**src/rtl/propose_integer_in_range.sv**
```systemverilog
// Proposes a random signed integer strictly between two optional bounds using
// LFSR-driven rejection sampling, with a deterministic fallback after MAX_ATTEMPTS tries.
module propose_integer_in_range #(
    parameter int          NUMBER_SIZE  = 8,
    parameter int          MAX_ATTEMPTS = 8,
    parameter logic [15:0] LFSR_SEED    = 16'hACE1
) (
    input  logic                          in_clk,
    input  logic                          in_reset,
    input  logic                          in_start,
    input  logic signed [NUMBER_SIZE-1:0] in_c1,
    input  logic                          in_c1_active,
    input  logic signed [NUMBER_SIZE-1:0] in_c2,
    input  logic                          in_c2_active,
    input  logic signed [NUMBER_SIZE-1:0] in_current_value,
    output logic signed [NUMBER_SIZE-1:0] out_value,
    output logic                          out_valid,
    output logic                          out_empty,
    output logic                          out_fallback,
    output logic                          out_busy
);

    localparam int W           = NUMBER_SIZE;
    localparam int E           = NUMBER_SIZE + 1;
    localparam int SMEAR_STEPS = $clog2(W);

    localparam logic signed [E-1:0] MIN_VAL = {2'b11, {(W-1){1'b0}}};
    localparam logic signed [E-1:0] MAX_VAL = {2'b00, {(W-1){1'b1}}};
    localparam logic signed [E-1:0] ONE_E   = {{W{1'b0}}, 1'b1};
    localparam logic [3:0]          K_LAST  = 4'(MAX_ATTEMPTS - 1);

    typedef enum logic [1:0] {IDLE, SETUP, SAMPLE, DONE} state_t;

    state_t                state_reg, state_next;
    logic [15:0]           lfsr_reg, lfsr_next;
    logic [3:0]            k_reg;
    logic signed [W-1:0]   c1_reg, c2_reg, current_reg;
    logic                  c1_active_reg, c2_active_reg;
    logic [W-1:0]          low_reg, span_reg, mask_reg;
    logic [W-1:0]          value_reg;
    logic                  empty_reg, fallback_reg;

    logic signed [E-1:0]   low_calc, high_calc;
    logic                  empty_calc;
    logic [W-1:0]          span_calc, mask_calc;
    logic [W-1:0]          smear [0:SMEAR_STEPS];
    logic [W-1:0]          candidate, fallback_candidate;
    logic                  fits;

    // Bounds widened by one bit so C2+1 and C1-1 never wrap at the type limits.
    assign low_calc   = in_range_low(c2_active_reg, c2_reg);
    assign high_calc  = c1_active_reg ? $signed({c1_reg[W-1], c1_reg}) - ONE_E : MAX_VAL;
    assign empty_calc = high_calc < low_calc;
    // A non-empty span lies in 0..2^W-1, so modulo-2^W subtraction is exact.
    assign span_calc  = high_calc[W-1:0] - low_calc[W-1:0];

    function automatic logic signed [E-1:0] in_range_low(input logic active,
                                                         input logic signed [W-1:0] c2);
        return active ? $signed({c2[W-1], c2}) + ONE_E : MIN_VAL;
    endfunction

    // Smear the span's leading one downward to get the smallest 2^k-1 covering it.
    assign smear[0] = span_calc;
    generate
        for (genvar gi = 0; gi < SMEAR_STEPS; gi++) begin : g_smear
            assign smear[gi+1] = smear[gi] | (smear[gi] >> (1 << gi));
        end
    endgenerate
    assign mask_calc = smear[SMEAR_STEPS];

    assign lfsr_next          = {1'b0, lfsr_reg[15:1]} ^ (lfsr_reg[0] ? 16'hB400 : 16'h0000);
    assign candidate          = lfsr_reg[W-1:0] & mask_reg;
    assign fallback_candidate = candidate & (mask_reg >> 1);
    assign fits               = candidate <= span_reg;

    always_comb begin
        state_next = state_reg;
        case (state_reg)
            IDLE:    if (in_start) state_next = SETUP;
            SETUP:   state_next = empty_calc ? DONE : SAMPLE;
            SAMPLE:  if (fits || (k_reg == K_LAST)) state_next = DONE;
            DONE:    state_next = IDLE;
            default: state_next = IDLE;
        endcase
    end

    always_ff @(posedge in_clk) begin
        if (in_reset) begin
            state_reg     <= IDLE;
            lfsr_reg      <= LFSR_SEED;
            k_reg         <= '0;
            c1_reg        <= '0;
            c2_reg        <= '0;
            current_reg   <= '0;
            c1_active_reg <= 1'b0;
            c2_active_reg <= 1'b0;
            low_reg       <= '0;
            span_reg      <= '0;
            mask_reg      <= '0;
            value_reg     <= '0;
            empty_reg     <= 1'b0;
            fallback_reg  <= 1'b0;
        end else begin
            state_reg <= state_next;
            lfsr_reg  <= lfsr_next;
            case (state_reg)
                IDLE: begin
                    if (in_start) begin
                        c1_reg        <= in_c1;
                        c2_reg        <= in_c2;
                        current_reg   <= in_current_value;
                        c1_active_reg <= in_c1_active;
                        c2_active_reg <= in_c2_active;
                        k_reg         <= '0;
                    end
                end
                SETUP: begin
                    low_reg  <= low_calc[W-1:0];
                    span_reg <= span_calc;
                    mask_reg <= mask_calc;
                    if (empty_calc) begin
                        value_reg    <= current_reg;
                        empty_reg    <= 1'b1;
                        fallback_reg <= 1'b0;
                    end
                end
                SAMPLE: begin
                    // Results fit in W bits, so the additions can wrap harmlessly.
                    if (fits) begin
                        value_reg    <= low_reg + candidate;
                        empty_reg    <= 1'b0;
                        fallback_reg <= 1'b0;
                    end else if (k_reg == K_LAST) begin
                        value_reg    <= low_reg + fallback_candidate;
                        empty_reg    <= 1'b0;
                        fallback_reg <= 1'b1;
                    end else begin
                        k_reg <= k_reg + 4'd1;
                    end
                end
                default: ;
            endcase
        end
    end

    assign out_value    = value_reg;
    assign out_empty    = empty_reg;
    assign out_fallback = fallback_reg;
    assign out_valid    = (state_reg == DONE);
    assign out_busy     = (state_reg != IDLE);

endmodule

```
**config.mk**
```make
export PLATFORM = sky130hd
export DESIGN_NAME = propose_integer_in_range
export DESIGN_NICKNAME = d
export VERILOG_FILES = /design/src/rtl/propose_integer_in_range.sv
export SDC_FILE = /design/constraint.sdc
export NUM_CORES = 1
export LEC_CHECK = 0
export ABC_AREA = 0
export BUFFER_PORTS_ARGS = -buffer_cell sky130_fd_sc_hd__buf_2
export CAP_MARGIN = 40
export CORE_ASPECT_RATIO = 1.4
export CORE_MARGIN = 4
export CORE_UTILIZATION = 40
export CTS_BUF_LIST = sky130_fd_sc_hd__clkbuf_8
export DETAILED_ROUTE_END_ITERATION = 10
export SLEW_MARGIN = 25
export SYNTH_ARGS = -nofsm -noshare
export SYNTH_HDL_FRONTEND = slang
export SYNTH_SLANG_ARGS = --single-unit
```
**constraint.sdc**
```tcl
create_clock -name in_clk -period 5.7 [get_ports in_clk]
set_input_delay 0.285 -clock in_clk [delete_from_list [all_inputs] [get_ports in_clk]]
set_output_delay 0.285 -clock in_clk [all_outputs]
set_load 0.01 [all_outputs]
```
==> results of run 1 <==
critical path, delay by kind of cell, from the launching register on:
kind                     cells  cell delay [ns]
multiplexers                 2             0.41
AO/OA/AOI/OAI                6             0.83
adder cells (fa/ha/maj)      3             0.89
AND/OR/NAND/NOR              5             0.85
flip-flops                   1             0.32
per-stage QoR:
step           hold WS (ns)  worst slack (ns)  total power, mW  utilization  area, µm²
2_1_floorplan         0.389              2.62             1.43            -       4380
5_1_grt               0.143              2.02             2.32        0.469       4930
3_3_place_gp          0.404              2.39             1.64        0.444       4670
3_5_place_dp          0.397              2.26             1.67        0.447       4700
4_1_cts               0.134              2.25             2.17        0.469       4930
6_report              0.145              2.26             2.15        0.469       4930
power breakdown:
| part | internal (mW) | switching, mW |
|---|---|---|
| combinational | 0.347 | 0.531 |
| sequential | 0.684 | 0.0909 |
| clock | 0.274 | 0.222 |
| total | 1.31 | 0.844 |
cells by family (layout without fill, tap and decap cells):
group / count (synthesis) / count (layout) / share of synthesized area
multiplexers: 15 / 15 / 0.0348
XOR/XNOR: 18 / 18 / 0.0360
buffers and inverters: 46 / 82 / 0.0411
AO/OA/AOI/OAI: 129 / 129 / 0.186
adder cells (fa/ha/maj): 33 / 33 / 0.0977
AND/OR/NAND/NOR: 211 / 211 / 0.234
flip-flops: 81 / 81 / 0.370
synthesized netlist by cell type (5+ instances only):
| cell type | count | area (µm²) |
|---|---|---|
| o21ai_0 | 14 | 70.1 |
| nand2_1 | 87 | 327 |
| a211oi_1 | 13 | 97.6 |
| a21oi_1 | 58 | 290 |
| a21o_1 | 6 | 45.0 |
| dfxtp_1 | 81 | 1620 |
| ha_1 | 31 | 388 |
| xnor2_1 | 14 | 123 |
| and2_1 | 10 | 62.6 |
| buf_1 | 5 | 18.8 |
| nand3_1 | 9 | 45.0 |
| nor2_1 | 37 | 139 |
| mux2i_1 | 13 | 130 |
| or2_2 | 12 | 75.1 |
| clkbuf_1 | 18 | 67.6 |
| o21a_1 | 11 | 82.6 |
| nand3b_1 | 5 | 37.5 |
| nor3_1 | 10 | 50.1 |
| nor2b_1 | 13 | 81.3 |
| inv_1 | 22 | 82.6 |
layer usage:
| layer | share of wire | routed length, µm | global-route usage | vias up |
|---|---|---|---|---|
| li1 | - | - | - | 1917 |
| met1 | 0.44 | 4510 | 0.208 | 1695 |
| met2 | 0.49 | 5010 | 0.280 | 49 |
| met3 | 0.026 | 267 | 0.0297 | 27 |
| met4 | 0.037 | 378 | 0.0835 | 0 |
| met5 | 0 | 0 | 0 | - |
worst max-delay path by stage:
stage,cells after the start,startpoint,to
5_1_grt,16,mask_reg[5],out_value[4]
3_5_place_dp,16,lfsr_reg[5],out_value[6]
2_1_floorplan,16,mask_reg[5],out_value[6]
3_3_place_gp,16,mask_reg[5],out_value[6]
4_1_cts,16,lfsr_reg[5],out_value[6]
6_report,16,mask_reg[5],out_value[6]
cell type report:
cell class / instances / area share
tap: 138 / 0.0350
sequential: 81 / 0.329
timing repair buffer: 44 / 0.0489
clock buffer: 11 / 0.0307
inverter: 22 / 0.0167
multi-input combinational: 406 / 0.523
clock inverter: 5 / 0.0172
cell usage in the layout, fill, tap and decap left out, drive strengths merged, types with 5 or more instances in the layout:
cell and count:
o21ai 16, dfxtp 81, nand3 9, and2 10, mux2i 13, nand2 87
nor2b 13, nor3 10, inv 24, clkbuf 11, a211oi 13, nand3b 5
a21oi 58, a21o 6, or2 12, xnor2 14, o21a 12, buf 44
ha 31, nor2 37
==> run summary, run 1 <==
Status -> finished, final reports clean
RSZ-0062 raised after global routing -> no
Crit path DAT -> 3.66 ns
Post-cts sizing count -> 0
Routed WL -> 10200 µm
Post-CTS setup buffer count -> 0
Wire per inst -> 14.4 µm
Setup TNS -> 0 ns
Yosys warning total -> 0
Starting Density -> 0.417
CTS tree -> done
Power Density -> 436 mW/mm²
Worst Hold End -> c1_reg[3]
Hold Path Stages -> 3
DP Cell Count -> 691
Initial DRC Count -> 162
First-pass GRT wire length -> 17100 µm
EDFF count, synth -> 0
DP HPWL -> 7660 µm
Slowest CP cell -> fa_1
Async SR Flop Fraction -> 0
Layout cells sized above 1 -> 0.142
Top_reg_cell synth -> dfxtp_1
Avg Inst Size Synth -> 8.22 µm²
CP Launch Type -> register
Crit-path max cell delay -> 0.40 ns
Yosys cell types -> 54
Critical path type -> register to register
Clock-pin slew on the worst setup and hold paths -> 0.09 ns
Initial DRT Pass Iterations -> 4
Final nets -> 626
Max reg flops -> 16
Element type at the critical path end -> register
Worst-path cell chain -> and2_1, ha_1, a211oi_1, nor3_1, mux2_2, nand2_1, nor2_1, nor2_1, ha_1, fa_1, a21o_1, a21oi_1, o21bai_1, mux2i_1, o211ai_1, a21oi_1
Reg area -> 0.00162 mm²
Die height -> 132 µm
FF-to-FF End -> out_value[6]
Core Rows -> 44
Max cap viols -> 0
N_diodes -> 0
Die area -> 0.0127 mm²
Grt total ovfl -> 0
Worst slew pin tran -> 0.799 ns
Port Buf Inserts -> 40
Critical R2R Launch -> mask_reg[5]
Tmin final -> 3.44 ns
Fin crit share -> 0.604
Floorplan core area -> 0.0105 mm²
HP Class -> primary input to register
Initial antenna violation count -> 0
CTS Buf Count -> 9
Area of the multi-input gates -> 0.00258 mm²
Final Hold Vio Count -> 0
Final Setup Violations -> 0
Hold_sp -> in_c1[3]
Fill count -> 1084
Syn Nets -> 595
VDD IR max -> 0.196 mV
Max Clock Skew -> 0.00930 ns
Seq/Total Area, Yosys -> 0.370
# clock sinks -> 81
Worst Path Required -> 5.92 ns
Clock Tree Root -> clkbuf_8
Vias per cell -> 5.22
Die width -> 96.4 µm
R2R Setup Slk -> 2.26 ns
Clock Path Buffers -> 2
H-tree lvl count -> 3
Gr usage total -> 0.170
Worst reg2reg path depth -> 16
Slew Viols, Final -> 0
RD Place Congestion -> 0.862
Final Instance Count excl. Fillers -> 707
Number of remaining DRC errors -> 0
Crit-path max FO -> 7
Area Overhead vs Synth -> 12.6%
Worst skew pair latency -> 0.37 ns
ANT nets after route -> 0
Mapped Cells -> 533
Fmax -> 0.291 GHz
Seq cells post-synth -> 81
Vias in the first global route -> 3614
Static Leak -> 1.98 nW
# hold bufs at CTS -> 0
Largest net degree at the start of global routing -> 81
Boundary pin count -> 41
Via Count -> 3688
Slew HR -> 0.467
Netlist Area Pre-Place -> 0.00438 mm²
(Power assumes the default switching activity.)
==> inputs of run 2 (changes only) <==
==> constraint.sdc (replaced) <==
create_clock -name in_clk -period 2.9 [get_ports in_clk]
set_input_delay 0.145 -clock in_clk [delete_from_list [all_inputs] [get_ports in_clk]]
set_output_delay 0.145 -clock in_clk [all_outputs]
set_load 0.01 [all_outputs]
==> run summary, run 2 (synthesis gave the netlist of run 1 again) <==
Slew HR -> 0.507
Vias in the first global route -> 4163
Flop pwr share -> 0.295
Floorplan core area -> 0.0105 mm²
Final Hold Vio Count -> 0
Die area -> 0.0127 mm²
Routed WL -> 11800 µm
Worst Path Required -> 3.16 ns
Critical path type -> register to register
Fin crit share -> 1.05
Hold_ws -> 0.0107 ns
Pre-CTS worst setup slack -> -0.269 ns
Starting Density -> 0.417
Die height -> 132 µm
Tmin final -> 3.05 ns
Slew Viols, Final -> 0
# clock sinks -> 81
Most frequent cells in the layout -> buf_4, nand2_1, dfxtp_1, a21oi_1, buf_2
Gr usage total -> 0.195
H-tree lvl count -> 3
Core Rows -> 44
RSZ-0062 raised after global routing -> yes
Static Leak -> 2.52 nW
Crit-path max FO -> 7
VDD IR max -> 0.336 mV
DP HPWL -> 8390 µm
Grt total ovfl -> 0
Final Setup Violations -> 4
Comb power frac -> 0.522
Internal power -> 3.18 mW
Total power -> 5.15 mW
Largest net degree at the start of global routing -> 32
Boundary pin count -> 41
Fmax -> 0.328 GHz
Initial DRT Pass Iterations -> 4
Initial antenna violation count -> 0
First-pass GRT wire length -> 19600 µm
Final Instance Count excl. Fillers -> 804
Crit path DAT -> 3.31 ns
Element type at the critical path end -> register
Via Count -> 4200
Final nets -> 723
Setup ws final -> -0.148 ns
CTS tree -> done
Clock Path Buffers -> 2
Worst skew pair latency -> 0.36 ns
HP Class -> primary input to register
N_diodes -> 0
Number of remaining DRC errors -> 0
CTS Buf Count -> 9
Max cap viols -> 0
Max Clock Skew -> 0.0143 ns
Total net switching power -> 1.97 mW
Net Sw Frac -> 0.383
Die width -> 96.4 µm
Worst slew pin tran -> 0.730 ns
RD Place Congestion -> 0.911
Failing checks -> setup timing
ANT nets after route -> 0
Wire per inst -> 14.7 µm
Clock Tree Root -> clkbuf_8
DP Cell Count -> 760
Clock power share -> 0.183
Status -> complete, but fails checks
Vias per cell -> 5.22
Initial DRC Count -> 126
Power Density -> 842 mW/mm²
Port Buf Inserts -> 40
Max reg flops -> 16
Commonest non-fill, non-tap cell in the layout -> buf_4
CP Launch Type -> register
Area Overhead vs Synth -> 39.5%
Clock-pin slew on the worst setup and hold paths -> 0.08 ns
Layout cells sized above 1 -> 0.350
Fill count -> 938
## run 2: changes by cell type in the layout (fill, tap and decap cells not counted), sizes merged
cell,delta
clkinv,+1
inv,-1
dlygate4sd3,+10
clkbuf,-1
clkinvlp,+1
buf,+87
## run 2: repair_timing
action                                  4_1_cts  5_1_grt
hold buffers                                 10        0
pin swaps                                    35       26
endpoints found under the setup margin        5       18
cloned                                        0        0
buffers inserted                             15        3
gates resized for setup                      29       47
hold endpoints to repair                     10        0
## run 2: power by group through the flow
stage	registers, mW	clock network, mW	logic [mW]
after floorplan	1.51	0	1.34
after global placement	1.51	0	2.14
after detailed placement	1.53	0	2.18
after CTS	1.51	0.974	2.43
after global routing	1.56	1.01	2.95
final	1.52	0.943	2.69
## run 2: metrics by stage
stage,utilization,TNS (ns),cell area [µm²]
finish,0.581,-0.311,6110
global route,0.581,-1.09,6110
CTS,0.556,-0.0970,5840
global placement,0.499,-0.177,5250
floorplan,-,0,4420
detailed placement,0.501,-0.469,5270
## run 2: critical path, stage by stage (launching register included)
cell and delay [ns]:
dfxtp_1 0.34, and2_4 0.16, ha_4 0.20, a211oi_4 0.28
nor3_4 0.07, mux2_4 0.30, nand2_4 0.10, nor2_2 0.04
nor2_1 0.10, ha_2 0.21, a21o_1 0.15, nand4_1 0.17
a31oi_4 0.21, nor3_2 0.07, mux2_4 0.28, o32ai_2 0.26
## run 2: final timing paths
path	end	cells after the start	slack, ns	from
setup / recovery	out_value[7]	15	-0.15	mask_reg[5]
hold reg to reg	lfsr_reg[7]	1	0.42	lfsr_reg[8]
setup reg to reg	out_value[7]	15	-0.15	mask_reg[5]
hold / removal	c1_reg[7]	3	0.01	in_c1[7]
## run 2: cell type report
class,instances,area [µm²],area share
Multi-Input combinational cell,406,2970,0.485
Sequential cell,81,1640,0.269
Timing Repair Buffer,141,1020,0.167
Tap cell,138,173,0.0282
Clock buffer,10,138,0.0225
Clock inverter,6,88.8,0.0145
Inverter,22,82.6,0.0135
## run 2: routing by layer
| metal | global-route usage | vias to the layer above | wire [µm] | share of wire |
|---|---|---|---|---|
| met2 | 0.333 | 105 | 6180 | 0.52 |
| met3 | 0.0377 | 34 | 470 | 0.040 |
| li1 | - | 2104 | - | - |
| met1 | 0.227 | 1957 | 4680 | 0.40 |
| met4 | 0.0944 | 0 | 493 | 0.042 |
| met5 | 0 | - | 0 | 0 |
==> inputs of run 3 (changes only) <==
--- a/config.mk
+++ b/config.mk
@@ -10,9 +10,10 @@
 export CAP_MARGIN = 40
 export CORE_ASPECT_RATIO = 1.4
 export CORE_MARGIN = 4
-export CORE_UTILIZATION = 40
+export CORE_UTILIZATION = 48
 export CTS_BUF_LIST = sky130_fd_sc_hd__clkbuf_8
 export DETAILED_ROUTE_END_ITERATION = 10
+export PLACE_DENSITY = 0.69
 export SLEW_MARGIN = 25
 export SYNTH_ARGS = -nofsm -noshare
 export SYNTH_HDL_FRONTEND = slang
==> run summary, run 3 (synthesis gave the netlist of run 1 again) <==
Max reg flops -> 16
# clock sinks -> 81
ANT nets after route -> 0
Worst slew pin tran -> 0.738 ns
Area Overhead vs Synth -> 32.7%
FF-to-FF End -> out_value[3]
Port Buf Inserts -> 40
Boundary pin count -> 41
Max cap viols -> 0
Initial DRT Pass Iterations -> 4
Crit path DAT -> 3.33 ns
R2R Setup Slk -> -0.14 ns
Routed WL -> 11200 µm
H-tree lvl count -> 3
Final Setup Violations -> 5
Largest net degree at the start of global routing -> 39
Clock Tree Root -> clkbuf_8
Element type at the critical path end -> register
Clock-pin slew on the worst setup and hold paths -> 0.09 ns
Setup TNS -> -0.512 ns
Worst skew pair latency -> 0.37 ns
Total power -> 4.84 mW
Worst reg2reg path depth -> 16
Critical path startpoint -> mask_reg[5]
Initial antenna violation count -> 0
Fmax -> 0.329 GHz
Gr usage total -> 0.222
Reg area -> 0.00164 mm²
Hold_ws -> 0.00773 ns
First-pass GRT wire length -> 18600 µm
Pre-CTS worst setup slack -> -0.328 ns
Fin crit share -> 1.05
Fill count -> 777
Tmin final -> 3.04 ns
Crit path depth -> 16
Core Util, Final -> 0.648
Commonest non-fill, non-tap cell in the layout -> nand2_1
Most frequent CP cell -> buf_4
Area of the multi-input gates -> 0.00283 mm²
Slew Viols, Final -> 0
Final Hold Vio Count -> 0
Failing checks -> setup timing
Vias per cell -> 5.40
VDD IR max -> 0.507 mV
Critical path type -> register to register
Worst Path Required -> 3.19 ns
CP top delay family -> compound AO/OA/AOI/OAI gates
Max Clock Skew -> 0.00657 ns
Number of remaining DRC errors -> 0
Floorplan core area -> 0.00898 mm²
CTS tree -> done
RSZ-0062 raised after global routing -> yes
Worst-path cell chain -> and2_4, ha_4, a211oi_2, nor3_4, mux2_4, nand2_4, buf_4, o21a_4, ha_1, a21o_1, buf_4, buf_4, a21oi_2, xnor2_1, mux2i_1, a211oi_1
Slowest CP cell -> dfxtp_2
Via Count -> 4123
Vias in the first global route -> 4127
Critical R2R Launch -> mask_reg[5]
N_diodes -> 0
CP Launch Type -> register
RD Place Congestion -> 0.875
Initial DRC Count -> 140
Core Rows -> 41
Clock Path Buffers -> 2
Final nets -> 714
Die width -> 88.7 µm
Hold_sp -> in_c1[5]
Most frequent cells in the layout -> nand2_1, buf_4, dfxtp_1, a21oi_1, buf_2
Crit path buf inv count -> 3
Starting Density -> 0.488
Status -> complete, but fails checks
Wire per inst -> 14.7 µm
Power Density -> 833 mW/mm²
Crit-path max cell delay -> 0.33 ns
Crit-path max FO -> 6
Setup ws final -> -0.140 ns
Static Leak -> 2.42 nW
Die height -> 121 µm
CTS Buf Count -> 9
Die area -> 0.0107 mm²
DP HPWL -> 8330 µm
Layout cells sized above 1 -> 0.304
Grt total ovfl -> 0
Slew HR -> 0.502
Critical path endpoint -> out_value[3]
HP Class -> primary input to register
==> run 3: worst min path at each step <==
stage / slack [ns] / depth (start not counted) / endpoint
floorplan: 0.27 / 2 / c1_reg[0]
global placement: 0.38 / 3 / c1_reg[0]
detailed placement: 0.39 / 3 / c2_reg[1]
CTS: 0.0001 / 3 / c1_reg[2]
global route: 0.003 / 3 / c1_reg[5]
finish: 0.008 / 3 / c1_reg[5]
==> run 3: power by group <==
group          leakage (nW)  switching, mW  internal [mW]  total, mW
Combinational          1.66           1.34           1.21       2.54
Sequential            0.668          0.160           1.35       1.51
Clock                0.0895          0.449          0.343      0.792
==> run 3: worst register-to-register path, stage by stage (launching register included) <==
cell and delay, ns:
dfxtp_2 0.33, and2_4 0.16, ha_4 0.24, a211oi_2 0.28
nor3_4 0.06, mux2_4 0.29, nand2_4 0.12, buf_4 0.13
o21a_4 0.13, ha_1 0.22, a21o_1 0.17, buf_4 0.13
buf_4 0.12, a21oi_2 0.14, xnor2_1 0.14, mux2i_1 0.10
a211oi_1 0.20
==> run 3: final cells by class <==
| cell class | instances | share of cell area |
|---|---|---|
| clock buffers | 10 | 0.0237 |
| clock inverters | 6 | 0.00861 |
| inverters | 22 | 0.0142 |
| multi-input cells | 406 | 0.487 |
| flip-flops and latches | 81 | 0.282 |
| well taps | 107 | 0.0230 |
| repair buffers | 132 | 0.162 |
==> run 3: timing repair <==
action	CTS	global route
endpoints found under the hold margin	11	1
setup buffers	4	6
pin swaps	23	27
endpoints found under the setup margin	13	18
gates resized for setup	19	31
hold buffers	11	1
==> run 3: metrics by stage <==
stage / cell area (µm²) / instances
2_1_floorplan: 4420 / 533
3_3_place_gp: 5170 / 725
3_5_place_dp: 5190 / 726
4_1_cts: 5600 / 757
5_1_grt: 5810 / 764
6_report: 5810 / 764
==> run 3: metal layers <==
layer  up-vias  track usage  routed length [µm]
met1      1931        0.250                4600
met5         -            0                   0
met3        24       0.0387                 358
met4         0       0.0983                 323
li1       2088            -                   -
met2        80        0.396                5920
